<file path="config.mk">
export PLATFORM = sky130hd
export DESIGN_NAME = scan_chain_n
export DESIGN_NICKNAME = d
export VERILOG_FILES = /design/src/rtl/scan_chain_n_pkg.sv /design/src/rtl/scan_chain_n_cell.sv /design/src/rtl/scan_chain_n.sv
export SDC_FILE = /design/constraint.sdc
export NUM_CORES = 1
export LEC_CHECK = 0
export CORE_MARGIN = 8
export CORE_UTILIZATION = 50
export DETAILED_ROUTE_END_ITERATION = 12
export MAX_ROUTING_LAYER = met4
export PLACE_DENSITY = 0.78
export SYNTH_ARGS = -nofsm -noshare
export SYNTH_HDL_FRONTEND = slang
export SYNTH_SLANG_ARGS = --single-unit
</file>
<file path="constraint.sdc">
create_clock -name C -period 2.4 [get_ports C]
set_clock_uncertainty 0.15 [all_clocks]
set_input_delay 0.48 -clock C [delete_from_list [all_inputs] [get_ports C]]
set_output_delay 0.48 -clock C [all_outputs]
set_load 0.05 [all_outputs]
</file>
<file path="src/rtl/scan_chain_n_pkg.sv">
// Shared definitions for the scan chain: default chain length and the
// sequencer state encoding.
package scan_chain_n_pkg;

  localparam int unsigned N_DEFAULT = 8;

  // Sequencer states, 2-bit encoding kept stable for downstream tooling.
  localparam logic [1:0] ST_IDLE    = 2'd0;
  localparam logic [1:0] ST_SHIFT   = 2'd1;
  localparam logic [1:0] ST_CAPTURE = 2'd2;
  localparam logic [1:0] ST_DONE    = 2'd3;

endpackage

</file>
<file path="src/rtl/scan_chain_n_cell.sv">
// One mux-D scan flop.
// Ports: clk, clr_n (async active-low clear), d (functional data),
//        si (scan data), se (1 = take si), en (update enable), q.
module scan_cell (
  input  logic clk,
  input  logic clr_n,
  input  logic d,
  input  logic si,
  input  logic se,
  input  logic en,
  output logic q
);

  always_ff @(posedge clk or negedge clr_n) begin
    if (!clr_n)  q <= 1'b0;
    else if (en) q <= se ? si : d;
  end

endmodule

</file>
<file path="src/rtl/scan_chain_n.sv">
// N-bit scan chain with manual shift/capture and an automatic
// load/capture/unload sequencer.
// Ports: C (clock), global_reset_n (async active-low), D/CE (functional
//        capture), NbarT/Si (manual shift), So/Q (chain outputs),
//        start/pat_in (sequence request + pattern), resp_out/busy/done
//        (sequence result and status).
module scan_chain_n
  import scan_chain_n_pkg::*;
#(
  parameter int unsigned N     = N_DEFAULT,
  parameter int unsigned CNT_W = $clog2(N + 1)
) (
  input  logic         C,
  input  logic         global_reset_n,
  input  logic [N-1:0] D,
  input  logic         CE,
  input  logic         NbarT,
  input  logic         Si,
  output logic         So,
  output logic [N-1:0] Q,
  input  logic         start,
  input  logic [N-1:0] pat_in,
  output logic [N-1:0] resp_out,
  output logic         busy,
  output logic         done
);

  logic [1:0]       state, state_nxt;
  logic [CNT_W-1:0] cnt, cnt_nxt;
  logic [N-1:0]     shadow, shadow_nxt;
  logic [N-1:0]     resp, resp_nxt;
  logic [N-1:0]     resp_out_nxt;
  logic             busy_nxt, done_nxt;
  logic             scan_in_c, se_c, en_c;
  logic [N-1:0]     si_vec_c;

  // Cell k shifts from cell k-1; cell 0 takes the selected scan bit.
  if (N > 2) begin : g_si_wide
    assign si_vec_c = {Q[N-2:0], scan_in_c};
  end else begin : g_si_two
    assign si_vec_c = {Q[0], scan_in_c};
  end

  for (genvar k = 0; k < N; k++) begin : g_cell
    scan_cell u_cell (
      .clk   (C),
      .clr_n (global_reset_n),
      .d     (D[k]),
      .si    (si_vec_c[k]),
      .se    (se_c),
      .en    (en_c),
      .q     (Q[k])
    );
  end

  assign So = Q[N-1];

  // State and sequencer registers.
  always_ff @(posedge C or negedge global_reset_n) begin
    if (!global_reset_n) begin
      state    <= ST_IDLE;
      cnt      <= '0;
      shadow   <= '0;
      resp     <= '0;
      resp_out <= '0;
      busy     <= 1'b0;
      done     <= 1'b0;
    end else begin
      state    <= state_nxt;
      cnt      <= cnt_nxt;
      shadow   <= shadow_nxt;
      resp     <= resp_nxt;
      resp_out <= resp_out_nxt;
      busy     <= busy_nxt;
      done     <= done_nxt;
    end
  end

  // Next-state and chain control; the sequencer overrides manual controls.
  always_comb begin
    state_nxt    = state;
    cnt_nxt      = cnt;
    shadow_nxt   = shadow;
    resp_nxt     = resp;
    resp_out_nxt = resp_out;
    scan_in_c    = Si;
    se_c         = NbarT;
    en_c         = NbarT | CE;

    case (state)
      ST_IDLE: begin
        if (start) begin
          shadow_nxt = pat_in;
          cnt_nxt    = '0;
          state_nxt  = ST_SHIFT;
        end
      end
      ST_SHIFT: begin
        // Shadow shifts left so its MSB is always shadow[N-1-cnt] of the
        // latched pattern.
        scan_in_c  = shadow[N-1];
        se_c       = 1'b1;
        en_c       = 1'b1;
        shadow_nxt = shadow << 1;
        resp_nxt   = {resp[N-2:0], So};
        cnt_nxt    = cnt + CNT_W'(1);
        if (cnt == CNT_W'(N - 1)) state_nxt = ST_CAPTURE;
      end
      ST_CAPTURE: begin
        se_c         = 1'b0;
        en_c         = 1'b1;
        resp_out_nxt = resp;
        state_nxt    = ST_DONE;
      end
      ST_DONE: begin
        state_nxt = ST_IDLE;
      end
      default: begin
        state_nxt = ST_IDLE;
      end
    endcase

    busy_nxt = (state_nxt == ST_SHIFT) || (state_nxt == ST_CAPTURE);
    done_nxt = (state_nxt == ST_DONE);
  end

endmodule

</file>
# --- Yosys cells after proc, flatten, opt, wreduce, memory -nomap -nowiden ---
# Index checks and enable logic that the tools add are counted.
# W data, S select, Z words.
op_classes:
  reduce_logical: 5
  bitwise: 1
  mux: 18
  addsub: 1
  n_eq_ne: 8
ops:
  columns: ["cell", "n"]
  rows:
  - ["$pmux W8 S2", 1]
  - ["$mux W1", 10]
  - ["$eq A2 B2 Y1 const B", 4]
  - ["$mux W8", 1]
  - ["$pmux W2 S4", 1]
  - ["$pmux W4 S2", 1]
  - ["$add A4 B1 Y4 const B", 1]
  - ["$eq A2 B1 Y1 const B", 2]
  - ["$eq A4 B3 Y1 const B", 1]
  - ["$mux W2", 2]
  - ["$mux W4", 1]
  - ["$logic_not A2 Y1", 1]
  - ["$ne A2 B2 Y1 const B", 1]
  - ["$pmux W1 S2", 1]
  - ["$reduce_and A2 Y1", 1]
  - ["$reduce_bool A2 Y1", 1]
  - ["$reduce_or A2 Y1", 1]
  - ["$logic_or A1 B1 Y1", 1]
  - ["$or A1 B1 Y1", 1]
totals:
  word_cells: 48
  reg_bits: 40
  inputBits: 22

# --- Depth between registers and ports, before layout ---
# Gate-level depths: netlist of run 1.
depth:
  depth_word: 5
  ltp_mapped: 8

# --- By module ---
# From an unflattened synthesis of run 1, not the netlist that was laid out.
hier_totals:
  hier_cells: 156
  hier_area_um2: 1856.8
modules_own_cells:
  columns: ["mod", "area_each_um2", "seq_area_each_um2", "cells_each", "n_inst"]
  rows:
  - ["scan_chain_n", 1506.4, 800.8, 124, 1]
  - ["scan_cell", 43.8, 25.0, 4, 8]

# --- Worst setup path before layout of run 1 ---
# Ideal clock, no wire load.
synth_timing:
  path_type: "register -> register"
  startpoint: "reg state[0]"
  endpoint: "reg g_cell[2].u_cell.q"
  t_arrival_ns: 1.655
  slack_ns: 0.469
  required_time_ns: 2.124
  n_path_buf: 0
  period_less_slack_ns: 1.931
  path_stages_with_launch: 6
  path_cell_list: "dfrtp_1 -> inv_1 -> ha_1 -> mux2i_2 -> and2b_2 -> a221o_1"
synth_between:
  elab_chain_len: 3
  elab_cells_between_ends: 6
  cone_classes: "eq/ne: 2; mux: 3; reduce/logical: 1"
synth_lines:
  columns: ["item", "line", "rtl"]
  rows:
  - ["from (decl)", "scan_chain_n.sv:28", "logic [1:0] state, state_nxt;"]
  - ["from (signal assigned)", "scan_chain_n.sv:69", "state <= state_nxt;"]
  - ["$eq A2 B2 Y1 or $eq A2 B1 Y1 (tied branches)", "scan_chain_n.sv:90", "case (state)"]
  - ["$pmux W1 S2 or $reduce_or A2 Y1 (tied branches)", null, null]
  - ["$mux W1, on equally long branches", "scan_chain_n_cell.sv:16, scan_chain_n.sv:90", null]
  - ["to (signal assigned)", "scan_chain_n_cell.sv:16", "else if (en) q <= se ? si : d;"]
  - ["to (decl)", "scan_chain_n_cell.sv:11", "output logic q"]
# Parallel ways exist; a longest one is shown, timed or not.
# A chain may end at the register's enable or synchronous reset.

# --- Worst setup path after layout of run 1 ---
layout_timing:
  startpoint: "reg g_cell[2].u_cell.q"
  endpoint: "out Q[2]"
layout_lines:
  columns: ["item", "line", "rtl"]
  rows:
  - ["to (decl)", "scan_chain_n.sv:20", "output logic [N-1:0] Q,"]
# No word-level cell between the ends.

==> results.cfg, run 1 <==
[flow_run]
maxCapViolCount = 0

[die]
die_w_um = 77.7
initial_core_util = 0.520
dieHeight_um = 77.7
fp-row-count = 22
fp.dieArea_um2 = 6040
io_pins = 41
core_area_um2 = 3660

[critical_path]
crit_buf_inv = 1
worstPathCellList = clkdlybuf4s50_1
startpoint = g_cell[2].u_cell.q
cp_slowest_cell = clkdlybuf4s50_1
endpoint_kind = primary output
critPathTopFamily = buffers and inverters
critPathKind = reg -> out
critPathMaxFanout = 3
max_stage_delay_ns = 0.83
start_kind = register
worstPathRequired_ns = 1.77
r2r_start = state[0]
arrival_ns = 1.51

[logic_synthesis]
synth.area.mux_share = 0.139
synth_edf_count = 0
synthCells = 160
synthesis.nets = 187
ys_warn_count = 0
ys_seq_area_frac = 0.526
synth_top_family_by_area = multiplexers
yosys-top-cells-area = dfrtp_1 (53%), mux2_2 (9.5%), a221o_1 (3.7%), mux2i_1 (3.7%), ha_1 (3.3%)
synthFlopType = dfrtp_1
synth-simple-area-share = 0.122
yosysUniqueCellTypes = 36
synth-compound-area-share = 0.114
syn_avg_cell_area_um2 = 11.9
synthArstFlopShare = 1.00
synth_top_area_frac = 0.526
ys_seq_elements = 40
synth-adder-area-share = 0.0329
synth_area_leader_cell = dfrtp_1
netlist_area_um2 = 1900
synth_xor_area_frac = 0.00460

[power_and_ir_drop]
power_mw = 3.50
vdd_drop_max_mv = 0.811
leakage_nw = 1.08
power_density_nw_per_um2 = 1450

[status]
status = finished, final reports clean

[hold_path]
holdCritPathClass = in -> async

[sta]
hold_viol = 0
slew_violations = 0
fmax_ghz = 0.468
timing.hold.ws_ns = 0.0916
slew_headroom = 0.660
tightest_slew_ns = 0.509
setup_tns_ns = 0
min_period_over_period = 0.890
period_needed_ns = 2.14
grt_setup_unrepaired = false
setup_viol = 0

[route]
drt_iter0_markers = 57
vias = 1284
detail-route-antenna-nets = 0
dr.pass1.iters = 4
wl_per_cell_um = 15.1
drc = 0
totalWireLength_um = 3730
drt-vias-per-instance = 5.22

[global_route]
grt_pass1_vias = 1374
grt_max_degree = 41
grtUsageMet2 = 0.225
antenna_found_initial = 0
met3_usage = 0.0380
grtUsageTotal = 0.132
grt-busiest-layer = met2
grt_pass1_wl_um = 6400
gr-total-overflow = 0
grt.met1_usage = 0.147

[clocking]
clockBufferDepth = 2
cts_hold_buf = 0
cts.clk_slew.worst_paths_ns = 0.08
cts_resized = 0
htree_num_levels = 2
numCtsBuffers = 5
clk_latency_ns = 0.29
cts_root_buffer = clkbuf_8
cts_tree = done
clock-sinks = 40
post_cts_buffers = 0

[finish]
fin_nets = 224
antennaDiodeCount = 0
final.fill_count = 290
area_growth_pct = 26.3
utilization = 0.657
layout-drive-gt1-share = 0.202

[placed_design]
hpwl_um = 2870
routabilityCongestion = 0.802
io_buffer_count = 40
state kept, by name, indices dropped and copies added, names as in the netlist:
signal and cells:
busy 1, cnt 4, done 1, g_cell.u_cell.q 8
resp 8, resp_out 8, shadow 8, state 2
where the power goes:
| part | internal, mW | switching (mW) | total [mW] |
|---|---|---|---|
| clock network | 0.309 | 0.222 | 0.531 |
| logic | 0.756 | 1.05 | 1.81 |
| registers | 0.972 | 0.189 | 1.16 |
logic make-up (layout without fill, tap and decap cells):
kind of cell | after synthesis | in the layout
mux | 24 | 24
buf+inv | 20 | 58
compound gates | 31 | 31
fa+ha+maj | 5 | 5
simple gates | 39 | 39
xor+xnor | 1 | 1
flops | 40 | 40
layout make-up:
type	instances	area [um^2]	area share
Clock buffer	6	72.6	0.0302
Clock inverter	2	35.0	0.0146
Inverter	5	18.8	0.00780
Multi-Input combinational cell	100	785	0.326
Sequential cell	40	1000	0.416
Tap cell	48	60.1	0.0250
Timing Repair Buffer	45	433	0.180
final timing paths:
check / to / slack, ns / depth (start not counted)
worst max-delay path: Q[2] / 0.26 / 1
worst min-delay path: resp[2] / 0.09 / 2
worst max register to register: g_cell[2].u_cell.q / 0.27 / 5
worst min register to register: shadow[3] / 0.34 / 2
max in group asynchronous: resp_out[5] / 1.65 / 2
min in group C: shadow[3] / 0.34 / 2
placed cells by master, fill, tap and decap left out:
cell type	netlist	final
ha_1	5	5
xor2_1	1	1
o21ai_0	12	12
clkdlybuf4s50_1	0	39
inv_1	5	5
and3_1	1	1
clkbuf_1	1	1
or3_1	1	1
clkbuf_8	0	5
o211ai_1	1	1
nand2b_2	1	1
mux2i_2	1	1
clkinv_2	0	1
o21ai_1	3	3
o22ai_1	2	2
mux2_2	16	16
nor3_4	1	1
nor2_1	3	3
nand2b_1	2	2
buf_2	5	1
nor3_1	1	1
mux2i_1	7	7
o311a_1	1	1
and2b_2	6	6
nand4_1	1	1
a32oi_1	1	1
o31ai_1	1	1
buf_4	8	5
bufinv_16	0	1
nand3_1	1	1
nand2_1	16	16
a21oi_2	1	1
nor2b_4	1	1
o221ai_1	1	1
o21a_1	1	1
dfrtp_1	40	40
a221o_1	7	7
nand3b_1	3	3
nor2b_1	1	1
synth_stat cells, drive strengths merged, types with 2 or more instances:
| library cell | n |
|---|---|
| mux2i | 8 |
| inv | 5 |
| nand2b | 3 |
| and2b | 6 |
| a221o | 7 |
| mux2 | 16 |
| nor2b | 2 |
| o21ai | 15 |
| nand2 | 16 |
| o22ai | 2 |
| nor2 | 3 |
| ha | 5 |
| nor3 | 2 |
| nand3b | 3 |
| dfrtp | 40 |
| buf | 14 |
routing by layer:
layer  wire length [um]  up-vias
met5                  0        -
met4                 42        0
met3                145        4
met2               2010       22
met1               1530      632
li1                   -      626
metrics by stage:
step / setup WS (ns) / instance area (um^2) / instances
after global placement: 0.233 / 2300 / 238
after global routing: 0.165 / 2400 / 246
after CTS: 0.245 / 2400 / 246
final: 0.263 / 2400 / 246
after floorplan: 0.469 / 1900 / 160
after detailed placement: 0.161 / 2300 / 238
worst reg2reg max path, cell delays in order, from the launching register on:
cell and delay [ns]:
dfrtp_1 0.39, inv_1 0.09, ha_1 0.41, mux2i_2 0.44, and2b_2 0.27, a221o_1 0.26
Note: power is estimated with default switching activity, not from simulation.
==> inputs of run 2 (changes only) <==
Clock period 2.4 ns to 2.1 ns, I/O delays scaled along.
==> run 2 against run 1 <==
Against the previous run:
- sequential cell count is the same
- setup slack lost 0.21 ns
- highest routed layer unchanged
- non-clock buffer count grew 4
- sequential share of layout area shrank 0.64 points
==> results.cfg, run 2 (synthesis results as in run 1) <==
[critical_path]
crit_buf_inv = 1
max_stage_delay_ns = 0.81
critPathKind = reg -> out
worstPathRequired_ns = 1.53
start_kind = register
critPathMaxFanout = 2
endpoint_kind = primary output
arrival_ns = 1.48
worstPathCellList = clkdlybuf4s50_1
critPathTopFamily = buffers and inverters
cp_slowest_cell = clkdlybuf4s50_1

[placed_design]
hpwl_um = 2840
io_buffer_count = 40
routabilityCongestion = 0.804
post-place-ws_ns = 0.0495
dp.cells = 242

[hold_path]
holdCritPathClass = in -> async

[global_route]
gr-total-overflow = 0
grt_max_degree = 41
grtUsageTotal = 0.138
grt_pass1_wl_um = 6530
antenna_found_initial = 0
grt_pass1_vias = 1440

[flow_run]
maxCapViolCount = 0

[route]
drt_iter0_markers = 52
vias = 1313
wl_per_cell_um = 15.3
detail-route-antenna-nets = 0
drc = 0
totalWireLength_um = 3820
drt-vias-per-instance = 5.25
dr.pass1.iters = 5

[clocking]
clk_latency_ns = 0.29
cts_tree = done
numCtsBuffers = 5
cts.clk_slew.worst_paths_ns = 0.08
cts_root_buffer = clkbuf_8
clockBufferDepth = 2
cts_resized = 0
post_cts_buffers = 0
htree_num_levels = 2
cts_hold_buf = 0
clock-sinks = 40

[power_and_ir_drop]
p_seq_frac = 0.326
swShare = 0.414
p_comb_frac = 0.508
internal-power_mw = 2.40
p_sw_mw = 1.69
leakage_nw = 1.12
power_density_nw_per_um2 = 1670
clkPwrFrac = 0.166
vdd_drop_max_mv = 1.04

[finish]
area_growth_pct = 28.3
antennaDiodeCount = 0
utilization = 0.667
fin_nets = 228
instances_no_fill = 250
layout-drive-gt1-share = 0.262
final_common_cell = dfrtp_1
final_cell_mix = dfrtp_1 (40), clkdlybuf4s50_1 (31), buf_4 (17)

[sta]
setup_viol = 0
tightest_slew_ns = 0.508
hold_viol = 0
timing.hold.ws_ns = 0.0210
min_period_over_period = 0.974
fmax_ghz = 0.489
period_needed_ns = 2.05
slew_headroom = 0.660
slew_violations = 0
setup_slack_ns = 0.0547

[die]
fp.dieArea_um2 = 6040
io_pins = 41
core_area_um2 = 3660
dieHeight_um = 77.7
fp-row-count = 22
die_w_um = 77.7
initial_core_util = 0.520

[status]
status = finished, final reports clean
-- run 2: changes by cell type in the layout (fill, tap and decap cells not counted) --
cell,before,now
buf_4,5,17
mux2i_2,1,0
clkbuf_8,5,7
clkdlybuf4s50_1,39,31
clkinv_2,1,0
clkbuf_1,1,0
mux2i_4,0,1
-- run 2: final timing paths --
path	cells past startpoint	from	slack [ns]	end
min	2	global_reset_n	0.02	resp[0]
max in group asynchronous	2	global_reset_n	1.44	resp_out[6]
max reg2reg	5	state[0]	0.09	g_cell[6].u_cell.q
min reg2reg	2	shadow[2]	0.34	shadow[2]
max	1	g_cell[0].u_cell.q	0.05	Q[0]
min in group C	2	shadow[2]	0.34	shadow[2]
-- run 2: through the flow --
stage	setup TNS [ns]	instance area, um^2	power (mW)
floorplan	0	1900	2.91
global placement	0	2310	3.33
detailed placement	0	2310	3.42
CTS	0	2430	4.11
global route	-0.00173	2440	4.33
finish	0	2440	4.09
-- run 2: layout make-up --
type                       count  area (um^2)
inverter                       5         18.8
clock inverter                 1         30.0
timing repair buffer          49          443
multi-input combinational    100          793
sequential                    40         1000
clock buffer                   7         96.3
tap                           48         60.1
fill                         274         1220
-- run 2: routing by layer --
layer  GRT usage  routed length, um  up-vias
li1            -                  -      640
met1       0.149               1580      634
met2       0.226               1990       28
met3      0.0288                133       11
met4      0.0868                112        0
met5           -                  0        -
-- run 2: power by group through the flow --
stage | clock (mW) | sequential (mW) | combinational [mW]
after floorplan | 0 | 1.58 | 1.33
after global placement | 0 | 1.32 | 2.02
after detailed placement | 0 | 1.35 | 2.07
after CTS | 0.698 | 1.33 | 2.08
after global routing | 0.725 | 1.38 | 2.22
final | 0.680 | 1.33 | 2.07
